--- config.mk ---
export PLATFORM = sky130hd
export DESIGN_NAME = ahb_bus_arbiter
export DESIGN_NICKNAME = d
export VERILOG_FILES = /design/src/rtl/ahb_bus_arbiter.sv
export SDC_FILE = /design/constraint.sdc
export NUM_CORES = 1
export LEC_CHECK = 0
export ABC_AREA = 0
export CORE_MARGIN = 3
export CORE_UTILIZATION = 51
export DETAILED_ROUTE_END_ITERATION = 7
export GPL_TIMING_DRIVEN = 1
export HOLD_SLACK_MARGIN = 0.06
export PLACE_DENSITY = 0.95
export SLEW_MARGIN = 5
export SYNTH_ARGS = -nofsm -noshare
export SYNTH_HDL_FRONTEND = slang
export SYNTH_SLANG_ARGS = --single-unit
--- constraint.sdc ---
create_clock -name hclk -period 4.75 [get_ports hclk]
set_clock_uncertainty 0.05 [all_clocks]
set_input_delay 1.425 -clock hclk [delete_from_list [all_inputs] [get_ports hclk]]
set_output_delay 1.425 -clock hclk [all_outputs]
set_load 0.02 [all_outputs]
--- src/rtl/ahb_bus_arbiter.sv ---
// ahb_bus_arbiter: round-robin AHB arbiter that keeps fixed bursts and locked sequences intact.
// Latency: hgrant/hmaster/hmastlock change on the edge after an arbitration cycle; hmaster_data lags one accepted cycle.
// Backpressure: hready low freezes all tracking; hbusreq is only sampled at arbitration points.
// Optional feature macro AHB_ARB_INCR_LIMIT_EN: forces a handover after INCR_LIMIT beats of an INCR burst.
module ahb_bus_arbiter #(
  parameter int NUM_MASTERS    = 4,
  parameter int DEFAULT_MASTER = 0,
  parameter int INCR_LIMIT     = 16
) (
  input  logic                           hclk,
  input  logic                           hresetn,
  input  logic [NUM_MASTERS-1:0]         hbusreq,
  input  logic [NUM_MASTERS-1:0]         hlock,
  input  logic [1:0]                     htrans,
  input  logic [2:0]                     hburst,
  input  logic                           hready,
  input  logic                           hresp,
  output logic [NUM_MASTERS-1:0]         hgrant,
  output logic [$clog2(NUM_MASTERS)-1:0] hmaster,
  output logic [$clog2(NUM_MASTERS)-1:0] hmaster_data,
  output logic                           hmastlock
);

  localparam int MW = $clog2(NUM_MASTERS);

  localparam logic [1:0] TR_IDLE   = 2'b00;
  localparam logic [1:0] TR_NONSEQ = 2'b10;
  localparam logic [1:0] TR_SEQ    = 2'b11;

  localparam logic [2:0] HB_SINGLE = 3'b000;
  localparam logic [2:0] HB_INCR   = 3'b001;
  localparam logic [2:0] HB_WRAP4  = 3'b010;
  localparam logic [2:0] HB_INCR4  = 3'b011;
  localparam logic [2:0] HB_WRAP8  = 3'b100;
  localparam logic [2:0] HB_INCR8  = 3'b101;

  // Catch unsupported configurations at elaboration time.
  if (NUM_MASTERS < 2 || NUM_MASTERS > 8 || DEFAULT_MASTER < 0 ||
      DEFAULT_MASTER >= NUM_MASTERS || INCR_LIMIT < 1) begin : g_param_check
    $error("ahb_bus_arbiter: unsupported parameter combination");
  end

  typedef enum logic [1:0] {
    ST_IDLE   = 2'd0,
    ST_BURST  = 2'd1,
    ST_INCR   = 2'd2,
    ST_LOCKED = 2'd3
  } state_t;

  state_t          r_state;
  state_t          w_state_nxt;
  logic [3:0]      r_beat_cnt;
  logic [3:0]      w_beat_nxt;
  logic            r_err_pend;
  logic            w_err_nxt;
  logic [MW-1:0]   r_owner;
  logic [MW-1:0]   r_ptr;
  logic [MW-1:0]   r_data_owner;
  logic            r_mastlock;

  logic [NUM_MASTERS-1:0] w_grant;
  logic            w_own_lock;
  logic            w_accept;
  logic            w_acc_nonseq;
  logic            w_err_first;
  logic            w_lock_hold;
  logic            w_limit;
  logic            w_arb_ok;
  logic [3:0]      w_burst_len;
  logic            w_found;
  logic [MW-1:0]   w_winner;
  logic [MW-1:0]   w_next_owner;
  logic            w_owner_change;

  assign w_own_lock   = hlock[r_owner];
  assign w_accept     = hready & htrans[1];
  assign w_acc_nonseq = w_accept & ~htrans[0];
  assign w_err_first  = hresp & ~hready;

  // Remaining SEQ beats after the NONSEQ of a fixed-length burst.
  always_comb begin
    w_burst_len = 4'd0;
    case (hburst)
      HB_WRAP4, HB_INCR4: w_burst_len = 4'd3;
      HB_WRAP8, HB_INCR8: w_burst_len = 4'd7;
      HB_SINGLE, HB_INCR: w_burst_len = 4'd0;
      default:            w_burst_len = 4'd15;
    endcase
  end

`ifdef AHB_ARB_INCR_LIMIT_EN
  localparam int LW = $clog2(INCR_LIMIT + 1);
  logic [LW-1:0] r_incr_cnt;

  // Count accepted beats of an INCR burst; a NONSEQ restarts the count at one.
  always_ff @(posedge hclk or negedge hresetn) begin
    if (!hresetn) begin
      r_incr_cnt <= '0;
    end else if (w_acc_nonseq) begin
      r_incr_cnt <= LW'(1);
    end else if (w_accept && r_state == ST_INCR && r_incr_cnt < LW'(INCR_LIMIT)) begin
      r_incr_cnt <= r_incr_cnt + LW'(1);
    end
  end

  assign w_limit = (r_state == ST_INCR) && (r_incr_cnt >= LW'(INCR_LIMIT)) &&
                   (|(hbusreq & ~w_grant));
`else
  assign w_limit = 1'b0;
`endif

  // A locked owner keeps the bus until it idles with hlock released.
  assign w_lock_hold = ((r_state == ST_LOCKED) && !((htrans == TR_IDLE) && !w_own_lock)) ||
                       (w_acc_nonseq && w_own_lock);

  assign w_arb_ok = hready && !w_lock_hold &&
                    (r_err_pend ||
                     ((r_state == ST_IDLE)   && (htrans == TR_IDLE)) ||
                     ((r_state == ST_BURST)  && (r_beat_cnt == 4'd0)) ||
                     ((r_state == ST_INCR)   && ((htrans == TR_IDLE) || (htrans == TR_NONSEQ))) ||
                     (w_acc_nonseq && (hburst == HB_SINGLE)) ||
                     ((r_state == ST_LOCKED) && (htrans == TR_IDLE) && !w_own_lock) ||
                     w_limit);

  // Round-robin scan from pointer+1; the lowest offset with a request wins.
  always_comb begin
    int idx;
    w_found  = 1'b0;
    w_winner = r_ptr;
    for (int k = NUM_MASTERS; k >= 1; k--) begin
      idx = (int'(r_ptr) + k) % NUM_MASTERS;
      if (hbusreq[MW'(idx)]) begin
        w_found  = 1'b1;
        w_winner = MW'(idx);
      end
    end
  end

  assign w_next_owner   = w_found ? w_winner : MW'(DEFAULT_MASTER);
  assign w_owner_change = w_arb_ok && (w_next_owner != r_owner);

  // Burst/lock tracking next-state; a handover always restarts from IDLE.
  always_comb begin
    w_state_nxt = r_state;
    w_beat_nxt  = r_beat_cnt;
    w_err_nxt   = r_err_pend;
    if (w_err_first) begin
      w_beat_nxt  = 4'd0;
      w_err_nxt   = 1'b1;
      w_state_nxt = ((r_state == ST_LOCKED) && w_own_lock) ? ST_LOCKED : ST_IDLE;
    end else if (hready) begin
      w_err_nxt = 1'b0;
      case (htrans)
        TR_NONSEQ: begin
          w_beat_nxt = w_burst_len;
          if ((r_state == ST_LOCKED) || w_own_lock) begin
            w_state_nxt = ST_LOCKED;
          end else if (hburst == HB_SINGLE) begin
            w_state_nxt = ST_IDLE;
          end else if (hburst == HB_INCR) begin
            w_state_nxt = ST_INCR;
          end else begin
            w_state_nxt = ST_BURST;
          end
        end
        TR_SEQ: begin
          if (r_beat_cnt != 4'd0) begin
            w_beat_nxt = r_beat_cnt - 4'd1;
          end
        end
        TR_IDLE: begin
          if (r_state == ST_LOCKED) begin
            if (!w_own_lock) begin
              w_state_nxt = ST_IDLE;
            end
          end else if ((r_state == ST_INCR) ||
                       ((r_state == ST_BURST) && (r_beat_cnt == 4'd0))) begin
            w_state_nxt = ST_IDLE;
          end
        end
        default: begin
        end
      endcase
      if (w_owner_change) begin
        w_state_nxt = ST_IDLE;
        w_beat_nxt  = 4'd0;
      end
    end
  end

  // State register for the tracking FSM.
  always_ff @(posedge hclk or negedge hresetn) begin
    if (!hresetn) begin
      r_state    <= ST_IDLE;
      r_beat_cnt <= 4'd0;
      r_err_pend <= 1'b0;
    end else begin
      r_state    <= w_state_nxt;
      r_beat_cnt <= w_beat_nxt;
      r_err_pend <= w_err_nxt;
    end
  end

  // Owner and round-robin pointer move only at arbitration points; parking leaves the pointer.
  always_ff @(posedge hclk or negedge hresetn) begin
    if (!hresetn) begin
      r_owner <= MW'(DEFAULT_MASTER);
      r_ptr   <= MW'(DEFAULT_MASTER);
    end else if (w_arb_ok) begin
      r_owner <= w_next_owner;
      if (w_found) begin
        r_ptr <= w_winner;
      end
    end
  end

  // Data-phase owner and lock flag advance with each ready cycle.
  always_ff @(posedge hclk or negedge hresetn) begin
    if (!hresetn) begin
      r_data_owner <= MW'(DEFAULT_MASTER);
      r_mastlock   <= 1'b0;
    end else if (hready) begin
      r_data_owner <= r_owner;
      r_mastlock   <= (w_state_nxt == ST_LOCKED);
    end
  end

  // One-hot grant decoded from the owner index, so it can never be empty.
  always_comb begin
    w_grant          = '0;
    w_grant[r_owner] = 1'b1;
  end

  assign hgrant       = w_grant;
  assign hmaster      = r_owner;
  assign hmaster_data = r_data_owner;
  assign hmastlock    = r_mastlock;

endmodule
Word level (Yosys, flattened, before mapping). Cells that the tools add are included.

Word-level logic and storage cells: 118. Input bits: 17. Register bits: 14.

Bitwise operators: 5. $lt $le $gt $ge: 6. Reductions and logical operators: 38. Multiplexer cells: 44. Eq/ne operators: 13. Add/subtract/negate cells: 5.

Operator list (count): $mux W2 (15); $lt A2 B4 Y1 const B (4); $mux W1 (16); $mux W4 (4); $logic_and A1 B1 Y1 (14); $pmux W4 S3 (1); $bmux W1 S2 (5); $eq A2 B2 Y1 const B (5); $logic_or A1 B1 Y1 (9); $pmux W4 S2 (1); $reduce_bool A4 Y1 (2); $eq A3 B2 Y1 const B (2); $eq A3 B3 Y1 const B (2); $reduce_or A2 Y1 (3); $add A2 B1 Y2 const B (2); $add A2 B2 Y2 const B (2); $logic_not A2 Y1 (2); $logic_not A4 Y1 (1); $ne A4 B4 Y1 const B (1); $pmux W2 S2 (1); $sub A4 B1 Y4 const B (1); $and A1 B1 Y1 (3); $eq A3 B1 Y1 const B (1); $logic_not A1 Y1 (3); 10 further kinds (11).

Depth between registers and ports, before layout.
Word-level depth: 15. Depth in mapped cells: 8.

Least setup slack after synthesis. OpenSTA, ideal clock, no wires.

Path kind: input-to-reg. Start: in hlock[3]. End: reg r_ptr[1]. Arrival time: 2843 ps. Path buffers: 0. Library setup time: 121 ps. Cell stages on the path: 6. Slack: 1737 ps. Data required time: 4579 ps. Cells stage by stage: mux4_2 a31oi_1 nor2_1 a211o_4 or2_1 a22o_1.

Word-level cells in the longest chain between the ends: 11.

Ends and longest elaborated chain: start, declared (line 13) `input logic [NUM_MASTERS-1:0] hlock,`; $bmux W1 S2 * (line 75) `assign w_own_lock = hlock[r_owner];`; $mux W1 (not written as such) * (line 75); $logic_not A1 Y1; $logic_and A1 B1 Y1 (line 113) `assign w_lock_hold = ((r_state == ST_LOCKED) && !((htrans == TR_IDLE) && !w_own_lock)) ||`; $logic_not A1 Y1 (line 113); $logic_and A1 B1 Y1 (line 113); $logic_or A1 B1 Y1 (line 113); $logic_not A1 Y1 (line 116) `assign w_arb_ok = hready && !w_lock_hold &&`; $logic_and A1 B1 Y1 (line 116); $logic_and A1 B1 Y1 * (line 116); $reduce_and A2 Y1 (no source line) *; end signal, assigned (line 208) `r_ptr <= MW'(DEFAULT_MASTER);`; end signal, assigned (line 212) `r_ptr <= w_winner;`; end, declared (line 57) `logic [MW-1:0] r_ptr;`.

Every way passes the cells marked *; elsewhere a longest branch is shown, timed or not. The select of a mux whose other input is x is not followed. A chain may end at the register's enable or synchronous reset.

Final worst setup path.
Start: in htrans[1]. End: reg r_ptr[1].

Word-level cells in the longest chain between the ends: 9.

Ends and longest elaborated chain: start, declared (line 14) `input logic [1:0] htrans,`; $logic_not A2 Y1; $logic_and A1 B1 Y1, on equally long branches (line 113, 118); $logic_not A1 Y1 / $logic_or A1 B1 Y1 (equally long branches) (line 113, 117); $logic_and A1 B1 Y1 / $logic_or A1 B1 Y1 (equally long branches) (line 113, 118); $logic_or A1 B1 Y1, on equally long branches (line 113, 119); $logic_not A1 Y1 / $logic_or A1 B1 Y1 (equally long branches) (line 116, 120); $logic_and A1 B1 Y1 / $logic_or A1 B1 Y1 (equally long branches) (line 116, 121); $logic_and A1 B1 Y1 * (line 116); $reduce_and A2 Y1 (no source line) *.

Every way passes the cells marked *; elsewhere a longest branch is shown, timed or not.

==> flow_metrics.py <==
metrics = {
    "drt": {
        "wl_um": 2410,
        "top_layer": "met4",
        "drcViolationCount": 0,
        "met1Wirelength_um": 1120,
        "drtAntennaViolNets": 0,
        "routedWlPerCell_um": 14.1,
        "vias": 1033,
        "dr.pass1.iters": 4,
        "wl_met2_um": 1080,
        "dr.first_iter.drc_count": 40,
        "wl_met3_um": 188,
        "vias_per_cell": 6.04,
    },
    "min_path": {
        "hold_start": "hmastlock",
        "holdCritPathClass": "reg -> reg",
    },
    "clock_tree": {
        "cts_setup_buffers": 0,
        "cts.sinks": 14,
        "cts_tree": "built",
        "hold_buffers": 0,
        "clock_latency_ns": 0.28,
        "clk_pin_slew_ns": 0.08,
        "cts_buffers": 3,
        "cts_resized": 0,
        "cts_htree_levels": 1,
        "clockRootBuffer": "clkbuf_4",
        "clk_path_buf_depth": 2,
    },
    "sta": {
        "max_clock_freq_mhz": 307,
        "period_share_pct": 68.6,
        "slew_viol_final": 0,
        "tightest_slew_ns": 0.630,
        "slew_headroom_pct": 57.9,
        "setup_viol": 0,
        "finalHoldViolations": 0,
        "rsz0062_at_grt": "false",
        "fin_crit_ns": 3.26,
        "tns_ns": 0,
    },
    "critical_path": {
        "cp.required_ns": 4.87,
        "slowest_delay_ns": 0.59,
        "worstPathArrival_ns": 3.38,
        "start_kind": "input pin",
        "cp_slowest_cell": "clkdlybuf4s50_1",
        "reg2reg_from": "r_beat_cnt[0]",
        "crit_fanout": 11,
        "crit_type": "in -> reg",
        "critPathCaptureType": "flop",
        "path_cells": "clkdlybuf4s50_1, or2_2, a31oi_1, nor2_1, a211o_4, or2_1, a22o_1",
        "crit_start": "htrans[1]",
    },
    "yosys": {
        "synth_top_family_by_area": "compound AO/OA/AOI/OAI gates",
        "ys_types": 41,
        "synth_xor_area_share_pct": 1.75,
        "synth-seq-area-share_pct": 34.9,
        "synth_compound_area_share_pct": 29.3,
        "synth_top_area_share_pct": 34.9,
        "ys.flop_type": "dfrtp_1",
        "synthSimpleGateAreaFrac_pct": 20.9,
        "synth_edf_count": 0,
        "async_flop_share_pct": 100,
        "synth.cell_area_mm2": 0.00100,
        "syn_nets": 140,
        "synth_area_leaders": "dfrtp_1 35%, nor2_1 5.6%, nand2_1 4.5%",
        "yosysTopAreaCell": "dfrtp_1",
        "synthAdderAreaFrac_pct": 1.25,
        "synth_warnings": 0,
        "ys_seq_elements": 14,
        "synth_mux_area_share_pct": 6.61,
        "synth_cells": 122,
        "syn_avg_cell_area_um2": 8.23,
    },
    "cells_and_area": {
        "drive_above_1_share_pct": 8.22,
        "multi_input_area_um2": 601,
        "post-route-util_pct": 73.1,
        "syn_to_final_growth_pct": 29.8,
        "seq_area_um2": 350,
        "num-nets-final": 165,
        "antennaDiodeCount": 0,
        "n_fill_cell": 126,
    },
    "global_route": {
        "grt_max_degree": 15,
        "grt_pass1_wl_um": 4280,
        "grt_pass1_vias": 1020,
        "antenna_found_initial": 0,
        "grt-ovfl-total": 0,
        "grt_usage_pct": 21.4,
    },
    "job": {
        "drv_cap": 0,
    },
    "pwr": {
        "swShare_pct": 41.4,
        "seqPwrFrac_pct": 33.1,
        "powerDensity_mw_per_mm2": 494,
        "clkPwrFrac_pct": 13.2,
        "power.switching_mw": 0.267,
        "pwr-share-comb_pct": 53.7,
        "p_int_mw": 0.377,
        "leakage_nw": 0.536,
        "vdd_drop_max_uv": 444,
    },
    "floorplanning": {
        "rows": 15,
        "core_area_mm2": 0.00178,
        "die_area_mm2": 0.00254,
        "die_x_um": 50.4,
        "start_util_pct": 56.3,
        "ios": 26,
        "die_h_um": 50.4,
    },
    "place": {
        "dpl.hpwl_um": 1820,
        "portBuffers": 25,
        "place.gp.congestion": 0.957,
    },
    "run_status": {
        "run_status": "finished clean",
    },
}
==> logic make-up after synthesis <==
family / count (synthesis)
xor+xnor: 2
buf+inv: 14
compound gates: 42
simple gates: 44
mux: 5
flops: 14
fa+ha+maj: 1
==> cells in the final DEF (no fill, tap or decap), types with 5 or more instances in the layout <==
master | synthesis | routed
a21oi_1 | 8 | 8
dfrtp_1 | 14 | 14
o21ai_0 | 8 | 8
a31oi_1 | 5 | 5
clkdlybuf4s50_1 | 0 | 25
nor2_1 | 15 | 15
nand2_1 | 12 | 12
inv_1 | 9 | 9
==> metrics by stage <==
stage | cell area (µm²) | setup slack [ns] | std cells | power (mW) | hold slack, ns
6_report | 1300 | 1.49 | 171 | 0.644 | 0.454
5_1_grt | 1300 | 1.34 | 171 | 0.697 | 0.478
4_1_cts | 1300 | 1.50 | 171 | 0.647 | 0.453
3_5_place_dp | 1270 | 1.20 | 167 | 0.558 | 0.430
3_3_place_gp | 1270 | 1.27 | 167 | 0.546 | 0.427
2_1_floorplan | 1000 | 1.74 | 122 | 0.429 | 0.414
==> state kept, by name, indices dropped and copies added, names as in the netlist <==
register and cells:
r_beat_cnt 4, hmastlock 1, hmaster_data 2, r_state 2, r_err_pend 1, hmaster 2
r_ptr 2
==> worst max-delay path, delay by kind of cell <==
kind	cells	cell delay, ns
AO/OA/AOI/OAI	3	0.64
buffers and inverters	1	0.59
AND/OR/NAND/NOR	3	0.72
==> power by group through the flow <==
stage               combinational, mW  sequential [mW]  clock (mW)
finish                          0.346            0.213      0.0849
global route                    0.382            0.222      0.0936
CTS                             0.346            0.213      0.0880
detailed placement              0.345            0.214           0
global placement                0.335            0.211           0
floorplan                       0.214            0.215           0
==> cell usage after synthesis (all sizes together) (3+ instances only) <==
library cell	instances
o2bb2ai	3
inv	9
o21ai	8
mux2	3
clkbuf	5
a21oi	9
nand2	12
o211ai	3
nor2	15
nand3	3
a31oi	5
dfrtp	14
==> cell type report <==
class	count	area share, %
inverter	9	2.59
timing repair buffer	25	19.2
multi-input combinational	94	46.1
tap	25	2.40
sequential	14	26.9
clock buffer	4	2.79
==> per-layer routing <==
layer  up-vias  GRT usage (%)
met3         4           4.45
met4         0           7.62
li1        498              -
met2        39           33.7
met1       492           28.9
met5         -              0
==> path summary, 6_finish.rpt <==
kind                            slack (ns)  cells past startpoint             to
min in group asynchronous             1.48                      1  r_beat_cnt[3]
worst min register to register        0.45                      1      hmastlock
worst max register to register        2.38                      8       r_ptr[1]
worst max-delay path                  1.49                      7       r_ptr[1]
worst min-delay path                  0.45                      1      hmastlock
max in group asynchronous             2.76                      1       r_ptr[1]
Note: power is estimated with default switching activity, not from simulation.
